$ cat src/rtl/div_unit_pkg.sv
// div_unit_pkg: shared definitions for the iterative DIV/DIVU unit.
//   - FSM state encoding (IDLE/CALC/FIN) as plain logic constants.
//   - MIPS funct codes for DIV/DIVU and a helper the execute stage uses to
//     derive signed_i from the decoded instruction.
//   - Response record (Lo, Hi, divide-by-zero flag) for consumers and models.
package div_unit_pkg;

  localparam int DIV_W = 32;

  localparam logic [1:0] ST_IDLE = 2'd0;
  localparam logic [1:0] ST_CALC = 2'd1;
  localparam logic [1:0] ST_FIN  = 2'd2;

  localparam logic [5:0] FUNCT_DIV  = 6'b011010;
  localparam logic [5:0] FUNCT_DIVU = 6'b011011;

  // DIV is the signed form; DIVU (and anything else) is treated as unsigned.
  function automatic logic funct_is_signed(input logic [5:0] funct);
    return funct == FUNCT_DIV;
  endfunction

  typedef struct packed {
    logic [DIV_W-1:0] lo;
    logic [DIV_W-1:0] hi;
    logic             dz;
  } div_rsp_t;

endpackage

$ cat src/rtl/div_unit_if.sv
// div_unit_if: execute-stage <-> divider handshake and HiLo write bundle.
//   master (execute): drives start_i, signed_i, dividend_i, divisor_i, cancel_i
//   slave  (divider): drives busy, done, wLoData/wlo, wHiData/whi, divZero
interface div_unit_if #(
  parameter int WIDTH = 32
);
  logic             start_i;
  logic             signed_i;
  logic [WIDTH-1:0] dividend_i;
  logic [WIDTH-1:0] divisor_i;
  logic             cancel_i;
  logic             busy;
  logic             done;
  logic [WIDTH-1:0] wLoData;
  logic             wlo;
  logic [WIDTH-1:0] wHiData;
  logic             whi;
  logic             divZero;

  modport master (
    output start_i, signed_i, dividend_i, divisor_i, cancel_i,
    input  busy, done, wLoData, wlo, wHiData, whi, divZero
  );

  modport slave (
    input  start_i, signed_i, dividend_i, divisor_i, cancel_i,
    output busy, done, wLoData, wlo, wHiData, whi, divZero
  );
endinterface

$ cat src/rtl/div_step.sv
// div_step: one combinational radix-2 restoring division step.
//   r      : partial remainder (always < d on entry)
//   q      : shift register holding the remaining dividend bits (MSB first)
//            and, from the bottom, the quotient bits produced so far
//   d      : divisor magnitude (non-zero)
//   r_next : updated partial remainder
//   q_next : q shifted left with the new quotient bit in bit 0
module div_step #(
  parameter int WIDTH = 32
) (
  input  logic [WIDTH-1:0] r,
  input  logic [WIDTH-1:0] q,
  input  logic [WIDTH-1:0] d,
  output logic [WIDTH-1:0] r_next,
  output logic [WIDTH-1:0] q_next
);

  // The shifted remainder is kept one bit wider: with a divisor above
  // 2^(WIDTH-1) the remainder can reach bit WIDTH-1, and shifting it left
  // must not drop that bit before the compare.
  logic [WIDTH:0] r_sh;
  logic [WIDTH:0] diff;
  logic           ge;

  always_comb begin
    r_sh   = {r, q[WIDTH-1]};
    ge     = r_sh >= {1'b0, d};
    diff   = r_sh - {1'b0, d};
    q_next = {q[WIDTH-2:0], 1'b0};
    r_next = r_sh[WIDTH-1:0];
    if (ge) begin
      // r_sh < 2*d, so the difference always fits back into WIDTH bits.
      r_next    = diff[WIDTH-1:0];
      q_next[0] = 1'b1;
    end
  end

endmodule

$ cat src/rtl/div_unit.sv
// div_unit: multi-cycle radix-2 restoring divider for DIV/DIVU.
//   clk, rst : clock (rising edge) and asynchronous active-high reset
//   bus      : div_unit_if.slave
//     start_i/signed_i/dividend_i/divisor_i : operation request, sampled in IDLE
//     cancel_i : flush; aborts CALC, masks the FIN write strobes
//     busy     : stall to execute (also combinationally on an accepted start)
//     done/wlo/whi : one-cycle completion and HiLo write enables
//     wLoData/wHiData : quotient/remainder, held until the next completion
//     divZero  : divisor was zero, qualified by done
// One quotient bit is produced per cycle on operand magnitudes; signs are
// applied when the last step is registered into the result flops.
module div_unit
  import div_unit_pkg::*;
#(
  parameter int WIDTH = 32,
  parameter int CNT_W = 6   // must satisfy 2**CNT_W > WIDTH
) (
  input  logic        clk,
  input  logic        rst,
  div_unit_if.slave   bus
);

  logic [1:0]       state_q, state_d;
  logic [CNT_W-1:0] cnt_q,   cnt_d;
  logic [WIDTH-1:0] r_q,     r_d;
  logic [WIDTH-1:0] q_q,     q_d;
  logic [WIDTH-1:0] dv_q,    dv_d;
  logic             negq_q,  negq_d;
  logic             negr_q,  negr_d;
  logic [WIDTH-1:0] lo_q,    lo_d;
  logic [WIDTH-1:0] hi_q,    hi_d;
  logic             dz_q,    dz_d;

  logic [WIDTH-1:0] step_r;
  logic [WIDTH-1:0] step_q;
  logic             accept;

  // Two's-complement magnitude; the most negative value maps to itself,
  // which is the correct unsigned magnitude.
  function automatic logic [WIDTH-1:0] mag(input logic [WIDTH-1:0] x,
                                           input logic             sgn);
    return (sgn && x[WIDTH-1]) ? (~x + 1'b1) : x;
  endfunction

  div_step #(.WIDTH(WIDTH)) u_step (
    .r      (r_q),
    .q      (q_q),
    .d      (dv_q),
    .r_next (step_r),
    .q_next (step_q)
  );

  // Cancel outranks a simultaneous start.
  assign accept = (state_q == ST_IDLE) && bus.start_i && !bus.cancel_i;

  always_comb begin
    state_d = state_q;
    cnt_d   = cnt_q;
    r_d     = r_q;
    q_d     = q_q;
    dv_d    = dv_q;
    negq_d  = negq_q;
    negr_d  = negr_q;
    lo_d    = lo_q;
    hi_d    = hi_q;
    dz_d    = dz_q;

    case (state_q)
      ST_IDLE: begin
        if (accept) begin
          negq_d = bus.signed_i & (bus.dividend_i[WIDTH-1] ^ bus.divisor_i[WIDTH-1]);
          negr_d = bus.signed_i & bus.dividend_i[WIDTH-1];
          if (bus.divisor_i == '0) begin
            // Divide by zero skips the iteration entirely.
            lo_d    = '1;
            hi_d    = bus.dividend_i;
            dz_d    = 1'b1;
            state_d = ST_FIN;
          end else begin
            r_d     = '0;
            q_d     = mag(bus.dividend_i, bus.signed_i);
            dv_d    = mag(bus.divisor_i,  bus.signed_i);
            cnt_d   = '0;
            dz_d    = 1'b0;
            state_d = ST_CALC;
          end
        end
      end

      ST_CALC: begin
        if (bus.cancel_i) begin
          // Abort without touching the visible results.
          state_d = ST_IDLE;
        end else begin
          r_d   = step_r;
          q_d   = step_q;
          cnt_d = cnt_q + 1'b1;
          if (cnt_q == CNT_W'(WIDTH - 1)) begin
            // Last step: register the sign-corrected results directly.
            lo_d    = negq_q ? (~step_q + 1'b1) : step_q;
            hi_d    = negr_q ? (~step_r + 1'b1) : step_r;
            state_d = ST_FIN;
          end
        end
      end

      ST_FIN:  state_d = ST_IDLE;

      default: state_d = ST_IDLE;
    endcase
  end

  always_ff @(posedge clk or posedge rst) begin
    if (rst) begin
      state_q <= ST_IDLE;
      cnt_q   <= '0;
      r_q     <= '0;
      q_q     <= '0;
      dv_q    <= '0;
      negq_q  <= 1'b0;
      negr_q  <= 1'b0;
      lo_q    <= '0;
      hi_q    <= '0;
      dz_q    <= 1'b0;
    end else begin
      state_q <= state_d;
      cnt_q   <= cnt_d;
      r_q     <= r_d;
      q_q     <= q_d;
      dv_q    <= dv_d;
      negq_q  <= negq_d;
      negr_q  <= negr_d;
      lo_q    <= lo_d;
      hi_q    <= hi_d;
      dz_q    <= dz_d;
    end
  end

  // busy covers the start cycle itself so execute stalls without a bubble.
  assign bus.busy    = (state_q == ST_CALC) || accept;
  assign bus.done    = (state_q == ST_FIN) && !bus.cancel_i;
  assign bus.wlo     = bus.done;
  assign bus.whi     = bus.done;
  assign bus.divZero = bus.done && dz_q;
  assign bus.wLoData = lo_q;
  assign bus.wHiData = hi_q;

endmodule

$ cat src/flat_wrapper.sv
// flat-port wrapper written by rule: the top's interface ports become plain ports
module div_unit_flat import div_unit_pkg::*;
#(
  parameter int WIDTH = 32,
  parameter int CNT_W = 6                                   
)
  (clk, rst, bus_start_i, bus_signed_i, bus_dividend_i, bus_divisor_i, bus_cancel_i, bus_busy, bus_done, bus_wLoData, bus_wlo, bus_wHiData, bus_whi, bus_divZero);
  div_unit_if #(.WIDTH(WIDTH)) bus_i ();
  input  logic clk;
  input  logic rst;
  input wire logic [$bits(bus_i.start_i)-1:0] bus_start_i;
  input wire logic [$bits(bus_i.signed_i)-1:0] bus_signed_i;
  input wire logic [$bits(bus_i.dividend_i)-1:0] bus_dividend_i;
  input wire logic [$bits(bus_i.divisor_i)-1:0] bus_divisor_i;
  input wire logic [$bits(bus_i.cancel_i)-1:0] bus_cancel_i;
  output wire logic [$bits(bus_i.busy)-1:0] bus_busy;
  output wire logic [$bits(bus_i.done)-1:0] bus_done;
  output wire logic [$bits(bus_i.wLoData)-1:0] bus_wLoData;
  output wire logic [$bits(bus_i.wlo)-1:0] bus_wlo;
  output wire logic [$bits(bus_i.wHiData)-1:0] bus_wHiData;
  output wire logic [$bits(bus_i.whi)-1:0] bus_whi;
  output wire logic [$bits(bus_i.divZero)-1:0] bus_divZero;
  assign bus_i.start_i = bus_start_i;
  assign bus_i.signed_i = bus_signed_i;
  assign bus_i.dividend_i = bus_dividend_i;
  assign bus_i.divisor_i = bus_divisor_i;
  assign bus_i.cancel_i = bus_cancel_i;
  assign bus_busy = bus_i.busy;
  assign bus_done = bus_i.done;
  assign bus_wLoData = bus_i.wLoData;
  assign bus_wlo = bus_i.wlo;
  assign bus_wHiData = bus_i.wHiData;
  assign bus_whi = bus_i.whi;
  assign bus_divZero = bus_i.divZero;
  div_unit #(.WIDTH(WIDTH), .CNT_W(CNT_W)) u_core (.clk(clk), .rst(rst), .bus(bus_i));
endmodule
$ cat config.mk
export PLATFORM = sky130hd
export DESIGN_NAME = div_unit_flat
export DESIGN_NICKNAME = d
export VERILOG_FILES = /design/src/rtl/div_unit_pkg.sv /design/src/rtl/div_unit_if.sv /design/src/rtl/div_step.sv /design/src/rtl/div_unit.sv /design/src/flat_wrapper.sv
export SDC_FILE = /design/constraint.sdc
export NUM_CORES = 1
export LEC_CHECK = 0
export BUFFER_PORTS_ARGS = -buffer_cell sky130_fd_sc_hd__buf_2
export CAP_MARGIN = 20
export CORE_UTILIZATION = 50
export CTS_BUF_LIST = sky130_fd_sc_hd__clkbuf_4 sky130_fd_sc_hd__clkbuf_8 sky130_fd_sc_hd__clkbuf_16
export DETAILED_ROUTE_END_ITERATION = 16
export PLACE_DENSITY = 0.72
export SLEW_MARGIN = 20
export SYNTH_ARGS = -nofsm -noshare
export SYNTH_HDL_FRONTEND = slang
export SYNTH_HIERARCHICAL = 1
export SYNTH_SLANG_ARGS = --single-unit
$ cat constraint.sdc
create_clock -name clk -period 16.2 [get_ports clk]
set_input_delay 1.62 -clock clk [delete_from_list [all_inputs] [get_ports clk]]
set_output_delay 1.62 -clock clk [all_outputs]
set_load 0.01 [all_outputs]
==> results.toml, run 1 <==
[sta]
period_minus_slack_ps = 5170
report.final.slew_viol_count = 0
timing.setup.tns_ps = 0
max_clock_freq_ghz = 0.194
rsz0062_at_grt = "no"
finalHoldViolations = 0
final.period_utilization_pct = 31.9
timing.max_slew.rel_slack_pct = 33.8
setup_viol_count_final = 0
worst-slew-pin-transition_ps = 993
clock_skew_ps = 13.5

[synthesis]
syn_area_mm2 = 0.0122
post_synth_arst_share_pct = 100
netlist_instances = 1502
syn_avg_cell_area_um2 = 8.13
synth.top_cells.by_area = "sky130_fd_sc_hd__dfrtp_1 35%, sky130_fd_sc_hd__a21oi_1 5.8%, sky130_fd_sc_hd__o21ai_0 5.4%, sky130_fd_sc_hd__xor2_1 5.2%, sky130_fd_sc_hd__nor2_1 5.2%"
ys_types = 72
synth_seq_cells = 171
synth_seq_area_share_pct = 35.0
number_of_synthesized_flops_with_an_enable_pin = 0
synth.yosys.warnings = 6
postSynth.topFlopCell = "sky130_fd_sc_hd__dfrtp_1"
syn_nets = 1609
synth_top_area_cell = "sky130_fd_sc_hd__dfrtp_1"
netlist.area_leader.share_pct = 35.0

[clocking]
cts.clk_slew.worst_paths_ps = 70
cts-root-buf = "sky130_fd_sc_hd__clkbuf_16"
ctsHoldBuffers = 0
clock_tree.buffer_depth = 2
clock_latency_ps = 440
cts.htree.levels = 4
post_cts_resized = 0
clkSinkCount = 171
post_cts_buffers = 0
tritoncts = "done"
numCtsBuffers = 17

[die]
die_x_um = 158
fp.dieH_um = 158
design.die.area_mm2 = 0.0251
fp.coreArea_mm2 = 0.0237
initial_core_util_pct = 51.6
io_pins = 138
row_count = 56

[final_layout]
post-route-cell-area_mm2 = 0.0134
layout.cells.most_common_list = "171 x sky130_fd_sc_hd__dfrtp_1, 167 x sky130_fd_sc_hd__nor2_1, 164 x sky130_fd_sc_hd__nand2_1"
post_layout_nonfiller_instances = 1883
drive_above_1_share_pct = 13.7
fillCellCount = 2264
area_growth_pct = 10.0
nNetsFinal = 1658
layout.core_utilization_pct = 56.7
mostFrequentLayoutCell = "sky130_fd_sc_hd__dfrtp_1"

[worst_hold_path]
holdCritPathClass = "flop to flop"
hold-path-cell-count = 2

[global_route]
global_route_total_overflow = 0
grt_usage_pct = 28.4
grt_pass1_vias = 10575
grt_start_max_net_pins = 96
grt_first_pass_wirelength_mm = 54.9
antenna_found_initial = 0

[drt]
vias = 11174
ant_nets = 0
detail_route.drc_violations = 0
wl_per_cell_um = 18.2
via_per_inst = 5.93
number_of_design_rule_violations_left_by_the_first_detailed_router_iteration = 1150
routed_wl_mm = 34.3
detailedRoute.firstPassIterationCount = 6

[critical_path]
cp-startpoint = "u_core/r_q[22]"
worst_setup_path_endpoint = "u_core/bus.wHiData[13]"
critical_path.reg2reg.endpoint = "u_core/bus.wHiData[13]"
r2r_slack_ps = 11030
worst_ep_required_time_ps = 16520
timing.critical_path.cells = "ha_1, and4_1, nand3_1, or2_0, o31a_1, o21a_1, o41ai_4, buf_4, mux2_2, nor4_1, nand2_1, o41ai_1, xor2_1, a211oi_1, a21o_1"
worst_ep_arrival_time_ps = 5490
worst_path_max_delay_cell = "sky130_fd_sc_hd__nor4_1"
rr_startpoint = "u_core/r_q[22]"
path_class = "flop to flop"
timing.critical_path.to_type = "flop"
path_max_fanout = 57
timing.critical_path.from_type = "flop"
max_stage_delay_ps = 600
number_of_cells_on_the_worst_reg_to_reg_path = 15

[placement]
placement.cell_area_mm2 = 0.0128
buffer_ports.inserted = 137
gp_congestion = 0.948
dp_hpwl_mm = 25.7
place.detailed.instances = 1851

[outcome]
status = "complete, no violations"

[run]
max-cap-violations = 0

[power]
total_leakage_power_uw = 0.00612
fin_total_pwr_uw = 2340
ir_worst_vdd_mv = 0.0835
pwr_density_cell_mw_per_mm2 = 174
-- power breakdown --
part,switching (uW),internal [uW],leakage [uW],total [uW]
clock,189,248,0.000299,437
sequential,96.5,509,0.00223,605
combinational,845,456,0.00358,1300
-- synthesized netlist by cell type, drive strengths merged, types with 7 or more instances --
master  count
nor4       18
and3        7
nand2     164
mux2i      20
or2        11
or3        14
a21o       16
dfrtp     171
xnor2      69
nand3      23
nor3       16
nor3b       8
ha         37
o21ai     150
nand4      15
mux2       12
a31oi      18
buf        69
clkbuf     50
a211oi      9
o41ai      19
o31ai      40
or4        11
nand2b     11
xor2       73
nor2      169
a21oi     143
nor2b       7
inv        54
-- registers in the layout (all words and copies together), names as in the netlist, 2 cells and up --
signal,count
u_core/state_q,2
u_core/dv_q,32
u_core/bus.wLoData,32
u_core/q_q,32
u_core/cnt_q,6
u_core/bus.wHiData,32
u_core/r_q,32
-- cells by family (layout without fill, tap and decap cells) --
| family | after synthesis | in the layout | share of synthesized area, % |
|---|---|---|---|
| compound gates | 442 | 442 | 21.8 |
| xor+xnor | 142 | 142 | 10.2 |
| fa+ha+maj | 38 | 38 | 3.95 |
| buf+inv | 174 | 235 | 6.79 |
| flops | 171 | 171 | 35.0 |
| mux | 32 | 32 | 2.75 |
| other cells | 0 | 1 | 0 |
| simple gates | 503 | 503 | 19.4 |
-- worst max-delay path, delay by kind of cell (launching register included) --
family                     cells  cell delay, ps
AOI/OAI and AO/OA              6            1350
xor gates and xnor gates       1             210
adders and majority gates      1             460
buffers and inverters          1             570
DFF                            1             410
muxes                          1             460
and+or+nand+nor                5            1570
-- how the worst min path moves through the flow --
stage / from / endpoint
final: u_core/bus.wHiData[5] / u_core/bus.wHiData[5]
after global routing: u_core/bus.wHiData[9] / u_core/bus.wHiData[9]
after CTS: u_core/dz_q / u_core/dz_q
after detailed placement: u_core/dz_q / u_core/dz_q
after global placement: u_core/bus.wHiData[27] / u_core/bus.wHiData[27]
after floorplan: u_core/dz_q / u_core/dz_q
-- layout make-up --
type                    count  area [um2]  share of cell area, %
well taps                 319         399                   2.97
diodes                      1        2.50                 0.0186
repair buffers            149         800                   5.95
clock buffers              18         433                   3.22
flip-flops and latches    171        4280                   31.8
inverters                  55         211                   1.57
multi-input cells        1157        7140                   53.1
clock inverters            13         178                   1.32
-- per-layer routing --
layer,track usage [%],wire length [um],up-vias
met1,37.6,15100,5237
li1,-,-,5370
met5,0,0,-
met2,46.1,15700,488
met3,3.84,2180,79
met4,13.1,1340,0
-- stage by stage --
stage                     setup WS (ps)  hold WS, ps
after floorplan                    9950          439
after global placement            11180          464
after detailed placement          11100          465
after CTS                         11090          482
after global routing              10650          512
final                             11030          483
Note: power is estimated with default switching activity, not from simulation.
==> run 2, diff against run 1 <==
clock period = 5.2 ns   (was 16.2 ns; I/O delays follow)
==> run 2 against run 1 <==
Effect of this change:
- die area did not move
- worst hold slack got worse by 330 ps
- largest power group unchanged
- via count rose by 1.1%
- flip-flop and latch count did not move
- register-to-register slack got worse by 11000 ps
- highest routed layer unchanged
- clock-buffer cell count did not move
- global-route usage fell by 0.34 points
- non-clock buffer count rose by 20
==> results.toml, run 2 (synthesized netlist as in run 1, its figures left out) <==
[sta]
worst-slew-pin-transition_ps = 936
setup_viol_count_final = 0
max_clock_freq_ghz = 0.212
report.final.slew_viol_count = 0
timing.max_slew.rel_slack_pct = 37.0
postLayoutSetupSlackWorst_ps = 486
period_minus_slack_ps = 4710
final.period_utilization_pct = 90.6
timing.setup.tns_ps = 0
rsz0062_at_grt = "no"
finalHoldViolations = 0
clock_skew_ps = 13.7

[drt]
vias = 11294
routed_wl_mm = 34.5
number_of_design_rule_violations_left_by_the_first_detailed_router_iteration = 1190
via_per_inst = 5.93
detailedRoute.firstPassIterationCount = 5
wl_per_cell_um = 18.1
detail_route.drc_violations = 0
ant_nets = 0

[outcome]
status = "complete, no violations"

[final_layout]
area_growth_pct = 11.1
layout.cells.most_common_list = "171 x sky130_fd_sc_hd__dfrtp_1, 167 x sky130_fd_sc_hd__nor2_1, 164 x sky130_fd_sc_hd__nand2_1"
n_antenna_cell = 0
post_layout_nonfiller_instances = 1903
nNetsFinal = 1678
drive_above_1_share_pct = 14.8
mostFrequentLayoutCell = "sky130_fd_sc_hd__dfrtp_1"

[die]
fp.coreArea_mm2 = 0.0237
design.die.area_mm2 = 0.0251
row_count = 56
fp.dieH_um = 158
die_x_um = 158
initial_core_util_pct = 51.6
io_pins = 138

[placement]
buffer_ports.inserted = 137
post-place-ws_ps = 299
gp_congestion = 0.944
dp_hpwl_mm = 26.0
place.detailed.instances = 1870

[clocking]
cts-root-buf = "sky130_fd_sc_hd__clkbuf_16"
clock_latency_ps = 440
numCtsBuffers = 17
cts.htree.levels = 4
post_cts_resized = 0
clkSinkCount = 171
tritoncts = "done"
clock_tree.buffer_depth = 2
ctsHoldBuffers = 0
post_cts_buffers = 0
cts.clk_slew.worst_paths_ps = 70

[global_route]
global_route_total_overflow = 0
grt_first_pass_wirelength_mm = 54.6
antenna_found_initial = 0
grt_usage_pct = 28.1
grt_pass1_vias = 10314
grt_start_max_net_pins = 77

[power]
pwr_density_cell_mw_per_mm2 = 562
total_leakage_power_uw = 0.00621
ir_worst_vdd_mv = 0.379

[critical_path]
worst_ep_arrival_time_ps = 5050
path_class = "flop to flop"
path_max_fanout = 5
timing.critical_path.from_type = "flop"
timing.critical_path.to_type = "flop"
worst_ep_required_time_ps = 5540

[run]
max-cap-violations = 0

[worst_hold_path]
holdCritPathClass = "input port to asynchronous set/reset pin"
[run 2: stage by stage]
stage | cell area (um2) | hold WS (ps) | power [uW] | util [%]
final | 13600 | 156 | 7630 | 57.3
after global routing | 13600 | 255 | 8130 | 57.3
after CTS | 13500 | 221 | 7520 | 57.2
after detailed placement | 12900 | 459 | 6180 | 54.7
after global placement | 12900 | 458 | 6120 | 54.7
after floorplan | 12200 | 439 | 4970 | -
[run 2: layout make-up]
| cell class | count | area [um2] |
|---|---|---|
| multi-input cells | 1157 | 7140 |
| clock inverters | 14 | 170 |
| well taps | 319 | 399 |
| repair buffers | 169 | 938 |
| clock buffers | 18 | 433 |
| fillers | 2277 | 10100 |
| inverters | 55 | 211 |
| flip-flops and latches | 171 | 4280 |
[run 2: final timing paths]
path | cells past startpoint | slack (ps) | start | end
worst max-delay path | 16 | 490 | u_core/q_q[31] | u_core/bus.wHiData[25]
worst min-delay path | 2 | 160 | rst | u_core/dv_q[0]
worst max register to register | 16 | 490 | u_core/q_q[31] | u_core/bus.wHiData[25]
worst min register to register | 2 | 470 | u_core/dz_q | u_core/dz_q
max in group asynchronous | 3 | 3860 | rst | u_core/bus.wLoData[17]
min in group clk | 2 | 370 | bus_divisor_i[0] | u_core/dv_q[0]
[run 2: critical path: stages (launching register included)]
cell and delay (ps):
sky130_fd_sc_hd__dfrtp_1 380, sky130_fd_sc_hd__inv_1 50, sky130_fd_sc_hd__ha_1 220, sky130_fd_sc_hd__fa_1 400
sky130_fd_sc_hd__nand2b_1 200, sky130_fd_sc_hd__a21oi_1 310, sky130_fd_sc_hd__o2111ai_2 220, sky130_fd_sc_hd__a21oi_1 250
sky130_fd_sc_hd__a21boi_0 140, sky130_fd_sc_hd__xnor2_1 140, sky130_fd_sc_hd__mux2_1 420, sky130_fd_sc_hd__nor4_1 730
sky130_fd_sc_hd__nand4_1 290, sky130_fd_sc_hd__o41ai_1 400, sky130_fd_sc_hd__xnor2_1 160, sky130_fd_sc_hd__nor2_1 50
sky130_fd_sc_hd__o21ai_0 240
[run 2: power by group]
group,total (uW),switching (uW),internal (uW)
combinational,4430,2720,1710
clock,1320,622,697
sequential,1870,290,1580
total,7630,3630,3990
[run 2: metal layers]
| layer | track usage [%] | part of all wire [%] | wire, um | up-vias |
|---|---|---|---|---|
| met1 | 38.8 | 45 | 15600 | 5385 |
| met2 | 45.3 | 46 | 16000 | 449 |
| li1 | - | - | - | 5394 |
| met5 | 0 | 0 | 0 | - |
| met3 | 3.02 | 5.9 | 2030 | 66 |
| met4 | 10.5 | 2.8 | 979 | 0 |
